--- config.mk ---
export PLATFORM = sky130hd
export DESIGN_NAME = cube_frame_streamer
export DESIGN_NICKNAME = d
export VERILOG_FILES = /design/src/rtl/cube_frame_streamer.sv
export SDC_FILE = /design/constraint.sdc
export NUM_CORES = 1
export LEC_CHECK = 0
export ABC_AREA = 1
export ABC_CLOCK_PERIOD_IN_PS = 1610
export CAP_MARGIN = 20
export CORE_ASPECT_RATIO = 1.75
export CORE_MARGIN = 2
export CORE_UTILIZATION = 45
export DETAILED_ROUTE_END_ITERATION = 6
export PLACE_DENSITY_LB_ADDON = 0.15
export SETUP_SLACK_MARGIN = 0.02
export SYNTH_ARGS = -nofsm -noshare
export SYNTH_HDL_FRONTEND = slang
export SYNTH_SLANG_ARGS = --single-unit
--- constraint.sdc ---
create_clock -name clock -period 1.61 [get_ports clock]
set_input_delay 0.4025 -clock clock [delete_from_list [all_inputs] [get_ports clock]]
set_output_delay 0.4025 -clock clock [all_outputs]
set_load 0.02 [all_outputs]
--- src/rtl/cube_frame_streamer.sv ---
`timescale 1ns/1ps
// cube_frame_streamer
//   Streams one LED-cube frame from the frame-buffer RAM to a byte-serial
//   UART transmitter: a SYNC_BYTE header followed by DEPTH data bytes in
//   address order. Supports single-shot and continuous operation.
//
//   Optional build macro CUBE_STREAM_CHECKSUM_EN: appends one byte holding
//   the modulo-256 sum of the DEPTH data bytes after the last data byte.
//
// Ports:
//   clock       system clock
//   resetn      synchronous reset, active-low
//   start       level, sampled in IDLE; launches a frame
//   continuous  sampled at DONE; 1 re-launches the next frame immediately
//   mem_addr    RAM read address (holds its value outside FETCH)
//   mem_q       RAM read data, valid RD_LAT clocks after mem_addr settles
//   tx_start    one-cycle send request to the UART
//   tx_byte     byte to send, stable from tx_start until tx_busy falls
//   tx_busy     UART is transmitting
//   busy        high in every state except IDLE
//   done        one-cycle pulse after the last byte of a frame completes
//   frame_cnt   completed-frame counter, wraps at 16'hFFFF
module cube_frame_streamer #(
  parameter int unsigned DEPTH     = 64,
  parameter int unsigned ADDR_W    = 6,
  parameter int unsigned RD_LAT    = 1,
  parameter logic [7:0]  SYNC_BYTE = 8'hF0
) (
  input  logic              clock,
  input  logic              resetn,
  input  logic              start,
  input  logic              continuous,
  output logic [ADDR_W-1:0] mem_addr,
  input  logic [7:0]        mem_q,
  output logic              tx_start,
  output logic [7:0]        tx_byte,
  input  logic              tx_busy,
  output logic              busy,
  output logic              done,
  output logic [15:0]       frame_cnt
);

  typedef enum logic [2:0] {
    S_IDLE,
    S_HDR,
    S_FETCH,
    S_SEND,
    S_ACK,
    S_DRAIN,
    S_DONE
`ifdef CUBE_STREAM_CHECKSUM_EN
    , S_CSUM
`endif
  } state_t;

  // idx is one bit wider than the address so DEPTH == 2**ADDR_W fits.
  localparam logic [ADDR_W:0] LAST_IDX   = (ADDR_W+1)'(DEPTH - 1);
  localparam logic [1:0]      FETCH_LAST = 2'(RD_LAT - 1);

  state_t              r_state;
  logic [ADDR_W:0]     r_idx;
  logic [1:0]          r_fcnt;
  logic [1:0]          r_wait;
  logic                r_retried;
  logic                r_is_hdr;
  logic [ADDR_W-1:0]   r_mem_addr;
  logic                r_tx_start;
  logic [7:0]          r_tx_byte;
  logic                r_busy;
  logic                r_done;
  logic [15:0]         r_frame_cnt;
`ifdef CUBE_STREAM_CHECKSUM_EN
  logic [7:0]          r_sum;
  logic                r_is_csum;
`endif

  logic [ADDR_W:0]     w_idx_inc;

  assign w_idx_inc = r_idx + (ADDR_W+1)'(1);

  always_ff @(posedge clock) begin
    if (!resetn) begin
      r_state     <= S_IDLE;
      r_idx       <= '0;
      r_fcnt      <= '0;
      r_wait      <= '0;
      r_retried   <= 1'b0;
      r_is_hdr    <= 1'b0;
      r_mem_addr  <= '0;
      r_tx_start  <= 1'b0;
      r_tx_byte   <= '0;
      r_busy      <= 1'b0;
      r_done      <= 1'b0;
      r_frame_cnt <= '0;
`ifdef CUBE_STREAM_CHECKSUM_EN
      r_sum       <= '0;
      r_is_csum   <= 1'b0;
`endif
    end else begin
      r_tx_start <= 1'b0;
      r_done     <= 1'b0;
      case (r_state)
        S_IDLE: begin
          if (start) begin
            r_busy  <= 1'b1;
            r_state <= S_HDR;
          end
        end

        S_HDR: begin
          r_tx_byte <= SYNC_BYTE;
          r_idx     <= '0;
          r_is_hdr  <= 1'b1;
`ifdef CUBE_STREAM_CHECKSUM_EN
          r_sum     <= '0;
          r_is_csum <= 1'b0;
`endif
          r_state   <= S_SEND;
        end

        // mem_addr was loaded on entry, so mem_q is valid at the edge
        // ending the RD_LAT-th FETCH cycle.
        S_FETCH: begin
          r_mem_addr <= r_idx[ADDR_W-1:0];
          if (r_fcnt == FETCH_LAST) begin
            r_tx_byte <= mem_q;
`ifdef CUBE_STREAM_CHECKSUM_EN
            r_sum     <= r_sum + mem_q;
`endif
            r_state   <= S_SEND;
          end else begin
            r_fcnt <= r_fcnt + 2'd1;
          end
        end

        S_SEND: begin
          if (!tx_busy) begin
            r_tx_start <= 1'b1;
            r_wait     <= '0;
            r_retried  <= 1'b0;
            r_state    <= S_ACK;
          end
        end

        // A UART that never raises busy gets one re-issued request after
        // four idle cycles; after that we simply keep waiting.
        S_ACK: begin
          if (tx_busy) begin
            r_state <= S_DRAIN;
          end else if (!r_retried) begin
            r_wait <= r_wait + 2'd1;
            if (r_wait == 2'd3) begin
              r_tx_start <= 1'b1;
              r_retried  <= 1'b1;
            end
          end
        end

        S_DRAIN: begin
          if (!tx_busy) begin
            if (r_is_hdr) begin
              r_is_hdr   <= 1'b0;
              r_idx      <= '0;
              r_mem_addr <= '0;
              r_fcnt     <= '0;
              r_state    <= S_FETCH;
            end else if (r_idx != LAST_IDX) begin
              r_idx      <= w_idx_inc;
              r_mem_addr <= w_idx_inc[ADDR_W-1:0];
              r_fcnt     <= '0;
              r_state    <= S_FETCH;
            end
`ifdef CUBE_STREAM_CHECKSUM_EN
            else if (!r_is_csum) begin
              r_state <= S_CSUM;
            end
`endif
            else begin
              r_done      <= 1'b1;
              r_frame_cnt <= r_frame_cnt + 16'd1;
              r_state     <= S_DONE;
            end
          end
        end

`ifdef CUBE_STREAM_CHECKSUM_EN
        S_CSUM: begin
          r_tx_byte <= r_sum;
          r_is_csum <= 1'b1;
          r_state   <= S_SEND;
        end
`endif

        S_DONE: begin
          r_busy  <= continuous;
          r_state <= continuous ? S_HDR : S_IDLE;
        end

        default: begin
          r_busy  <= 1'b0;
          r_state <= S_IDLE;
        end
      endcase
    end
  end

  assign mem_addr  = r_mem_addr;
  assign tx_start  = r_tx_start;
  assign tx_byte   = r_tx_byte;
  assign busy      = r_busy;
  assign done      = r_done;
  assign frame_cnt = r_frame_cnt;

endmodule

==> flow_summary.toml <==
[placed_design]
dp_slack_ps = -101
port_buffers = 45
placed_cells = 521
placed_area_um2 = 3300
dp_hpwl_mm = 5.06
place_congestion = 0.921

[logic_synthesis]
synthSimpleGateAreaFrac = 0.385
synth_top_family_by_area = "simple AND/OR/NAND/NOR gates"
synthAdderAreaFrac = 0.0196
synth_cells = 377
synth-seq-cells = 49
yosysWarnings = 0
synth-compound-area-share = 0.129
synth.net_count = 394
ys_seq_area_frac = 0.384
synth.area.mux_share = 0
synth_area_per_cell_um2 = 6.77
synth_xor_area_frac = 0.00686
yosysUniqueCellTypes = 27
synth.cell_area_um2 = 2550

[die]
die-area_um2 = 6310
die_w_um = 60.9
core_um2 = 5540
rows = 36
die_h_um = 104
num_io_pins = 46
start_util = 0.461

[sta]
period_minus_slack_ps = 1490
min_period_over_period = 0.928
finalSetupTns_ps = 0
maxSlewViolCount = 0
clock_skew_ps = 10.5
fmax_ghz = 0.669
setup_ws_ps = 116
whs_ps = 438
maxSlewHeadroom = 0.760
max_slew.worst_pin.slew_ps = 359
setup_viol = 0
hold_violations = 0
rsz0062_at_grt = "false"

[power_and_ir_drop]
power_density_nw_per_um2 = 946
max-vdd-ir-drop_uv = 647
p_sw_frac = 0.354
finalPower_mw = 3.22
clockPowerShare = 0.237
combPwrFrac = 0.307
p_switching_mw = 1.14
seqPwrFrac = 0.456
p_leak_nw = 1.58
p_int_mw = 2.08

[worst_setup_path]
end_kind = "output port"
timing.rr.start = "r_idx[0]"
slowest_stage = "dfxtp_1"
path_max_fanout = 5
path_cells = "dlygate4sd2_1"
critical_path_buf_inv_count = 1
cp.arrival_ps = 1090
crit_path_start_kind = "flop"
cp-startpoint = "frame_cnt[6]"
required_ps = 1210
slowest_delay_ps = 430
cp_top_family = "flip-flops"
critical_path_class = "flop to output port"

[cts]
root_buffer = "clkbuf_8"
clock_latency_ps = 310
cts_hold_buf = 0
clock_path_buffers = 2
cts_tree = "done"
cts.sinks = 49
numCtsBuffers = 5
h-tree-depth = 2
clkTransAtPathRegs_ps = 90

[finish]
final_cells = 530
final_util = 0.615
final_area_um2 = 3410
multi_input_area_um2 = 1420
drive_above_1_share = 0.152
n_antenna_cell = 0
fillers = 540
nets = 471
seq_area_um2 = 992
area_growth_syn_to_layout_pct = 33.4

[global_route]
grt_pass1_vias = 2594
antenna_found_initial = 0
grt_max_degree = 18
grt-ovfl-total = 0
grt_pass1_wl_mm = 11.2
grt_usage = 0.225

[detailed_routing]
first_pass_iters = 4
drt-met1-wl_mm = 2.61
drc = 0
drt_iter0_markers = 157
wl_met2_mm = 3.81
met3_length_um = 256
vias_per_cell = 5.10
top_layer_used = "met4"
ant_nets = 0
wl_per_cell_um = 13.0
vias = 2703
wirelength_mm = 6.87

[worst_hold_path]
hp-start = "r_idx[6]"
hold_path.class = "flop to flop"

[job]
cap_violations = 0

[outcome]
status = "completed"
synth_stat cells:
master	number	area [um2]
a21oi_1	39	195
a31oi_1	1	6.26
buf_1	1	3.75
buf_6	1	11.3
clkbuf_1	4	15.0
dfxtp_1	49	981
ha_1	4	50.1
inv_1	36	135
inv_2	7	26.3
nand2_1	108	405
nand2_2	1	6.26
nand2_4	1	11.3
nand3_1	28	140
nand3_2	1	10.0
nand3_4	4	70.1
nand3b_1	1	7.51
nand4_1	10	62.6
nand4_4	1	21.3
nor2_1	45	169
nor2_2	2	12.5
nor2_4	1	11.3
nor2_8	2	40.0
nor3_1	3	15.0
o21ai_0	22	110
o21ai_1	2	10.0
o21ai_2	1	8.76
xnor2_1	2	17.5
layout make-up:
| type | count | share of cell area |
|---|---|---|
| inverters | 43 | 0.0481 |
| flip-flops and latches | 49 | 0.291 |
| repair buffers | 75 | 0.190 |
| well taps | 76 | 0.0279 |
| multi-input cells | 280 | 0.417 |
| clock buffers | 7 | 0.0253 |
registers in the layout, indices dropped and copies added (netlist names):
signal / count
r_state: 3
tx_byte: 8
mem_addr: 6
tx_start: 1
r_idx: 7
frame_cnt: 16
r_wait: 2
r_fcnt: 2
busy: 1
r_is_hdr: 1
r_retried: 1
done: 1
path summary, 6_finish.rpt:
kind / end / slack [ps] / cells after the start
max: frame_cnt[6] / 120 / 1
min: r_idx[6] / 440 / 2
max reg2reg: frame_cnt[15] / 140 / 8
min reg2reg: r_idx[6] / 440 / 2
per-layer routing:
metal,up-vias,GRT usage
met4,0,0.0807
met5,-,0
met2,66,0.416
met1,1245,0.245
met3,15,0.0275
li1,1377,-
power groups by stage:
stage	combinational [mW]	clock (mW)	sequential, mW
3_3_place_gp	1.00	0	1.48
2_1_floorplan	0.516	0	1.58
5_1_grt	1.11	0.810	1.49
4_1_cts	0.968	0.762	1.46
6_report	0.989	0.763	1.47
3_5_place_dp	1.02	0	1.49
cells in the final DEF, fill, tap and decap left out, drive strengths merged:
cell,instances
clkbuf,7
inv,43
buf,30
dlygate4sd2,33
a31oi,1
o21ai,25
nand3,33
clkdlybuf4s50,12
dfxtp,49
nor3,3
ha,4
xnor2,2
a21oi,39
nand2,110
nand3b,1
nor2,51
nand4,11
logic make-up (layout without fill, tap and decap cells):
logic type                 after synthesis  after routing
xor gates and xnor gates                 2              2
buffers and inverters                   49            125
and+or+nand+nor                        208            209
DFF                                     49             49
adders and majority gates                4              4
AOI/OAI and AO/OA                       65             65
repair_timing:
item,4_1_cts,5_1_grt
pin swaps,0,4
buffers inserted,0,1
setup endpoints to repair,33,31
cloned,0,1
gates resized for setup,33,17
Power figures use the tool's default switching activity.
